### config.mk
export PLATFORM = sky130hd
export DESIGN_NAME = i2s_tdm_stream_sender
export DESIGN_NICKNAME = d
export VERILOG_FILES = /design/src/rtl/i2s_tdm_stream_sender.sv
export SDC_FILE = /design/constraint.sdc
export NUM_CORES = 1
export LEC_CHECK = 0
export BUFFER_PORTS_ARGS = -buffer_cell sky130_fd_sc_hd__clkbuf_2
export CORE_UTILIZATION = 55
export DETAILED_ROUTE_END_ITERATION = 8
export PLACE_DENSITY = 0.72
export SLEW_MARGIN = 20
export SYNTH_ARGS = -nofsm -noshare
export SYNTH_HDL_FRONTEND = slang
export SYNTH_SLANG_ARGS = --single-unit
### constraint.sdc
create_clock -name clk27 -period 6.3 [get_ports clk27]
set_input_delay 0.315 -clock clk27 [delete_from_list [all_inputs] [get_ports clk27]]
set_output_delay 0.315 -clock clk27 [all_outputs]
set_load 0.03 [all_outputs]
### src/rtl/i2s_tdm_stream_sender.sv
// i2s_tdm_stream_sender: FIFO-buffered PCM frames serialised MSB-first as I2S (2 channels) or TDM.
// Optional macro SB_I2S_UNDERRUN_REPEAT_EN: an underrun replays the last popped frame instead of silence.
module i2s_tdm_stream_sender #(
    parameter int SAMPLE_W   = 16,
    parameter int CHANNELS   = 2,
    parameter int SLOT_W     = 32,
    parameter int FIFO_DEPTH = 16,
    parameter int BCLK_DIV   = 8
) (
    input  logic                          clk27,
    input  logic                          hw_reset_n,
    input  logic                          enable,
    input  logic                          half_rate,
    input  logic                          flush,
    input  logic [SAMPLE_W*CHANNELS-1:0]  in_data,
    input  logic                          in_valid,
    output logic                          in_ready,
    output logic [$clog2(FIFO_DEPTH):0]   fifo_level,
    output logic                          req_tick,
    output logic                          underrun,
    output logic [15:0]                   underrun_cnt,
    output logic                          bclk,
    output logic                          lrck,
    output logic                          sdata,
    output logic                          dbg_state
);
    localparam int FB    = SAMPLE_W * CHANNELS;
    localparam int FRAME = CHANNELS * SLOT_W;
    localparam int AW    = $clog2(FIFO_DEPTH);
    localparam int BW    = $clog2(FRAME);
    localparam int DW    = $clog2(BCLK_DIV);

    localparam logic [DW-1:0] DIV_LAST = DW'(BCLK_DIV - 1);
    localparam logic [DW-1:0] DIV_HALF = DW'(BCLK_DIV / 2);
    localparam logic [BW-1:0] B_LAST   = BW'(FRAME - 1);
    localparam logic [BW-1:0] B_HALF   = BW'(FRAME / 2);
    localparam logic [AW:0]   LVL_FULL = (AW+1)'(FIFO_DEPTH);
    localparam logic [AW:0]   LVL_HALF = (AW+1)'(FIFO_DEPTH / 2);

    typedef enum logic {ST_IDLE = 1'b0, ST_RUN = 1'b1} state_t;

    state_t            state_q, state_d;
    logic [DW-1:0]     div_q, div_d;
    logic [BW-1:0]     b_q, b_d;
    logic [FRAME-1:0]  sh_q, sh_d, padded;
    logic [FB-1:0]     frame_q, load_frame, head;
    logic              repeat_q;
    logic              bclk_q, bclk_d, lrck_q, lrck_d, sdata_q, sdata_d;
    logic              req_q, ur_q, ready_q;
    logic [15:0]       ucnt_q;
    logic [AW:0]       wr_q, rd_q, level, lvl_after;
    logic [FB-1:0]     mem [FIFO_DEPTH];

    logic full, empty, wr_en, fall, boundary, start, load, pop_try, do_pop, starve;

    // Write handshake: a frame is taken on any clk27 edge where in_valid and in_ready are both high;
    // in_ready depends only on stored level, so a pop in the same cycle never frees a slot early.
    assign level     = wr_q - rd_q;
    assign full      = (level == LVL_FULL);
    assign empty     = (level == '0);
    assign wr_en     = in_valid && in_ready && !flush;
    assign head      = mem[rd_q[AW-1:0]];

    // Frame boundary is the BCLK falling edge that ends bit FRAME-1; a start from IDLE also loads.
    assign fall      = (state_q == ST_RUN) && (div_q == DIV_LAST);
    assign boundary  = fall && (b_q == B_LAST);
    assign start     = (state_q == ST_IDLE) && enable;
    assign load      = start || (boundary && enable);
    assign pop_try   = load && !repeat_q;
    assign do_pop    = pop_try && !empty && !flush;
    assign starve    = pop_try && !do_pop;
    assign lvl_after = do_pop ? level - 1'b1 : '0;

    always_ff @(posedge clk27 or negedge hw_reset_n) begin
        if (!hw_reset_n) begin
            state_q <= ST_IDLE;
        end else begin
            state_q <= state_d;
        end
    end

    always_comb begin
        state_d = state_q;
        case (state_q)
            ST_IDLE: if (enable) state_d = ST_RUN;
            ST_RUN:  if (boundary && !enable) state_d = ST_IDLE;
            default: state_d = ST_IDLE;
        endcase
    end

    always_comb begin
        if (repeat_q) begin
            load_frame = frame_q;
        end else if (do_pop) begin
            load_frame = head;
        end else begin
`ifdef SB_I2S_UNDERRUN_REPEAT_EN
            load_frame = frame_q;
`else
            load_frame = '0;
`endif
        end
        // Slot k occupies the k-th SLOT_W-bit field from the top, sample MSB first, zero padded.
        padded = '0;
        for (int k = 0; k < CHANNELS; k++) begin
            padded[FRAME-1-k*SLOT_W -: SAMPLE_W] = load_frame[k*SAMPLE_W +: SAMPLE_W];
        end
    end

    always_comb begin
        div_d   = '0;
        b_d     = '0;
        sh_d    = sh_q;
        sdata_d = 1'b0;
        if (state_d == ST_RUN) begin
            div_d   = (fall || start) ? '0 : div_q + 1'b1;
            b_d     = load ? '0 : (fall ? b_q + 1'b1 : b_q);
            sdata_d = start ? 1'b0 : (fall ? sh_q[FRAME-1] : sdata_q);
            sh_d    = load ? padded : (fall ? {sh_q[FRAME-2:0], 1'b0} : sh_q);
        end
        bclk_d = (state_d == ST_RUN) && (div_d >= DIV_HALF);
        lrck_d = (state_d == ST_RUN) && (b_d >= B_HALF);
    end

    always_ff @(posedge clk27 or negedge hw_reset_n) begin
        if (!hw_reset_n) begin
            ready_q  <= 1'b0;
            div_q    <= '0;
            b_q      <= '0;
            sh_q     <= '0;
            bclk_q   <= 1'b0;
            lrck_q   <= 1'b0;
            sdata_q  <= 1'b0;
            req_q    <= 1'b0;
            ur_q     <= 1'b0;
            wr_q     <= '0;
            rd_q     <= '0;
            frame_q  <= '0;
            repeat_q <= 1'b0;
            ucnt_q   <= '0;
        end else begin
            ready_q <= 1'b1;
            div_q   <= div_d;
            b_q     <= b_d;
            sh_q    <= sh_d;
            bclk_q  <= bclk_d;
            lrck_q  <= lrck_d;
            sdata_q <= sdata_d;
            req_q   <= pop_try && (lvl_after < LVL_HALF);
            ur_q    <= starve;
            if (flush) begin
                wr_q     <= '0;
                rd_q     <= '0;
                frame_q  <= '0;
                repeat_q <= 1'b0;
                ucnt_q   <= '0;
            end else begin
                if (wr_en) wr_q <= wr_q + 1'b1;
                if (do_pop) begin
                    rd_q    <= rd_q + 1'b1;
                    frame_q <= head;
                end
                if (load) repeat_q <= !repeat_q && do_pop && half_rate;
                if (starve && ucnt_q != 16'hFFFF) ucnt_q <= ucnt_q + 1'b1;
            end
        end
    end

    always_ff @(posedge clk27) begin
        if (wr_en) mem[wr_q[AW-1:0]] <= in_data;
    end

    assign in_ready     = ready_q && !full;
    assign fifo_level   = level;
    assign req_tick     = req_q;
    assign underrun     = ur_q;
    assign underrun_cnt = ucnt_q;
    assign bclk         = bclk_q;
    assign lrck         = lrck_q;
    assign sdata        = sdata_q;
    assign dbg_state    = (state_q == ST_RUN);

endmodule

==> metrics.cfg <==
[setup_path]
path_buf_inv = 2
path_class = flop to flop
startpoint_type = flop
slowest_stage = dfrtp_4
arrival_ns = 4.68
crit_cells = 9
slowest_delay_ns = 0.97
r2r_cells = 9
path_cells = ha_1 -> inv_1 -> fa_1 -> xor2_1 -> or3_1 -> a2111oi_4 -> nor2_2 -> and4_2 -> buf_4
cp_max_fo = 42
end_kind = flop
ff2ff_setup_slack_ns = 1.91
required_ns = 6.59
cp_top_family = simple AND/OR/NAND/NOR gates

[cts]
clk_pin_slew_ns = 0.06
cts_resized = 0
cts_buffers = 60
cts_setup_buffers = 0
ctsHoldBuffers = 2
h-tree-depth = 2
cts_tree = done
cts.path.max_buffers = 3
clock_sinks = 634
clock_latency_ns = 0.64
clockRootBuffer = clkbuf_16

[run_status]
status = complete, no violations

[synth]
syn_area_per_cell_um2 = 17.1
ys_top_cells_by_area = edfxtp_1 60%, dfrtp_1 12%, mux4_2 11%
yosysTopAreaCell = edfxtp_1
synth.distinct_cells = 56
yosys_most_used_dff = edfxtp_1
seq_area_frac_synth = 0.718
async_reset_ff_frac = 0.192
synth_seq_cells = 634
yosysTopAreaCellShare = 0.599
syn_inst = 1497
yosys_warnings = 0
synth_nets = 1549
synth_edf_count = 512
synth_area_um2 = 25700

[grt]
antenna_found_initial = 1
grt_max_degree = 77
grt.overflow.total = 0
track_usage = 0.257
grt_pass1_vias = 14700
grt_pass1_wl_um = 90400

[timing]
tightest_slew_ns = 1.03
finalHoldViolations = 0
fmax_ghz = 0.228
setup_tns_ns = 0
fin_worst_skew_ns = 0.0270
period_needed_ns = 4.39
max_slew_margin = 0.310
period_share = 0.697
setup_viol = 0
rsz0062_at_grt = false
slew_violations = 0

[floorplanning]
fp.dieW_um = 218
die_h_um = 218
die_area_um2 = 47500
rows = 78
ios = 66
initial_core_util = 0.562
fp.coreArea_um2 = 45700

[pwr]
ir_drop_uv = 237
total_power_w = 0.00829
power.leakage_nw = 9.42
power.density_nw_per_um2 = 290

[flow_run]
cap_viol_max_count = 0

[detailed_routing]
post_drt_wl_per_cell_um = 27.0
initialDrtViolationCount = 1671
via_per_inst = 6.57
drt-pass1-iter-count = 5
drc = 0
ant_nets = 0
wl_um = 59400
vias = 14500

[final_layout]
final_common_cell = edfxtp_1
final_util = 0.627
area_delta_synth_final_pct = 11.5
final_cell_mix = 512 x edfxtp_1, 129 x mux4_2, 119 x dfrtp_1
layout-drive-gt1-share = 0.225
finalNetCount = 1602

[placed_design]
place_congestion = 0.782
port_buffers = 65
hpwl_um = 32000

[min_path]
holdPathStages = 1
hold_path.class = input port to flop

==> worst register-to-register path, delay by kind of cell, from the launching register on <==
family,cells,cell delay (ns)
AO/OA/AOI/OAI,1,0.10
XOR/XNOR,1,0.25
adder cells (fa/ha/maj),2,0.71
buffers and inverters,2,0.49
flip-flops,1,0.97
AND/OR/NAND/NOR,3,1.53
==> registers in the layout, summed over array words and instances, names as in the netlist <==
signal and count:
bclk 1, frame_q 32, div_q 2, underrun 1
req_tick 1, underrun_cnt 16, rd_q 5, wr_q 5
ready_q 1, repeat_q 1, sdata 1, lrck 1
dbg_state 1, mem 512, b_q 6, sh_q 48
==> through the flow <==
step	hold WS, ns	worst slack [ns]	cell area (um2)	cells
finish	0.0847	1.91	28600	2203
global route	0.112	1.60	28600	2202
CTS	0.0622	1.86	28600	2202
detailed placement	0.383	1.88	26600	2086
global placement	0.373	2.00	26600	2086
floorplan	0.0194	2.16	25700	1497
==> per-layer routing <==
metal | track usage | vias to the layer above | share of wire
met4 | 0.0855 | 0 | 0.026
met5 | 0 | - | 0
li1 | - | 6175 | -
met1 | 0.359 | 7449 | 0.40
met3 | 0.0487 | 123 | 0.089
met2 | 0.411 | 734 | 0.48
==> Yosys cell counts, types with 3 or more instances <==
master / count
a22oi_1: 62
buf_1: 4
dfrtp_1: 122
nor3_1: 5
edfxtp_1: 512
mux4_2: 129
ha_1: 13
a21oi_1: 86
nand2b_1: 34
o21ai_0: 37
and4_1: 11
o22ai_1: 31
nand2_1: 44
nor4_1: 4
nor2_1: 55
buf_4: 4
or4_1: 13
buf_2: 23
inv_1: 15
and3_1: 3
nand4_1: 7
nor2b_1: 8
xor2_1: 5
and4b_1: 8
a221oi_1: 31
a22o_1: 16
nand3_1: 81
mux2_2: 5
or3_1: 6
clkbuf_1: 77
o31ai_1: 12
==> kinds of logic after synthesis <==
family,count (synthesis),synth area share
buffers and inverters,125,0.0201
adder cells (fa/ha/maj),14,0.00712
XOR/XNOR,7,0.00239
AO/OA/AOI/OAI,292,0.0759
flip-flops,634,0.718
multiplexers,137,0.117
other,1,0.000146
AND/OR/NAND/NOR,287,0.0599
==> cell type report <==
cell class,instances,area (um2)
Sequential cell,634,18400
Fill cell,3203,17100
Multi-Input combinational cell,738,6810
Clock buffer,77,1630
Tap cell,600,751
Timing Repair Buffer,101,607
Clock inverter,37,333
Inverter,15,56.3
Antenna cell,1,2.50
==> report_power, final <==
| part | internal, W | total (W) | switching, W |
|---|---|---|---|
| Combinational | 0.0000314 | 0.000180 | 0.000149 |
| Sequential | 0.00454 | 0.00455 | 0.00000384 |
| Clock | 0.00203 | 0.00356 | 0.00154 |
| Total | 0.00660 | 0.00829 | 0.00169 |
==> path summary, 6_finish.rpt <==
path	start	endpoint
hold / removal	in_data[27]	mem[3][27]
setup reg to reg	rd_q[0]	mem[12][9]
hold reg to reg	div_q[0]	div_q[0]
min in group asynchronous	hw_reset_n	underrun_cnt[14]
max in group asynchronous	hw_reset_n	dbg_state
setup / recovery	rd_q[0]	mem[12][9]
Note: power is estimated with default switching activity, not from simulation.
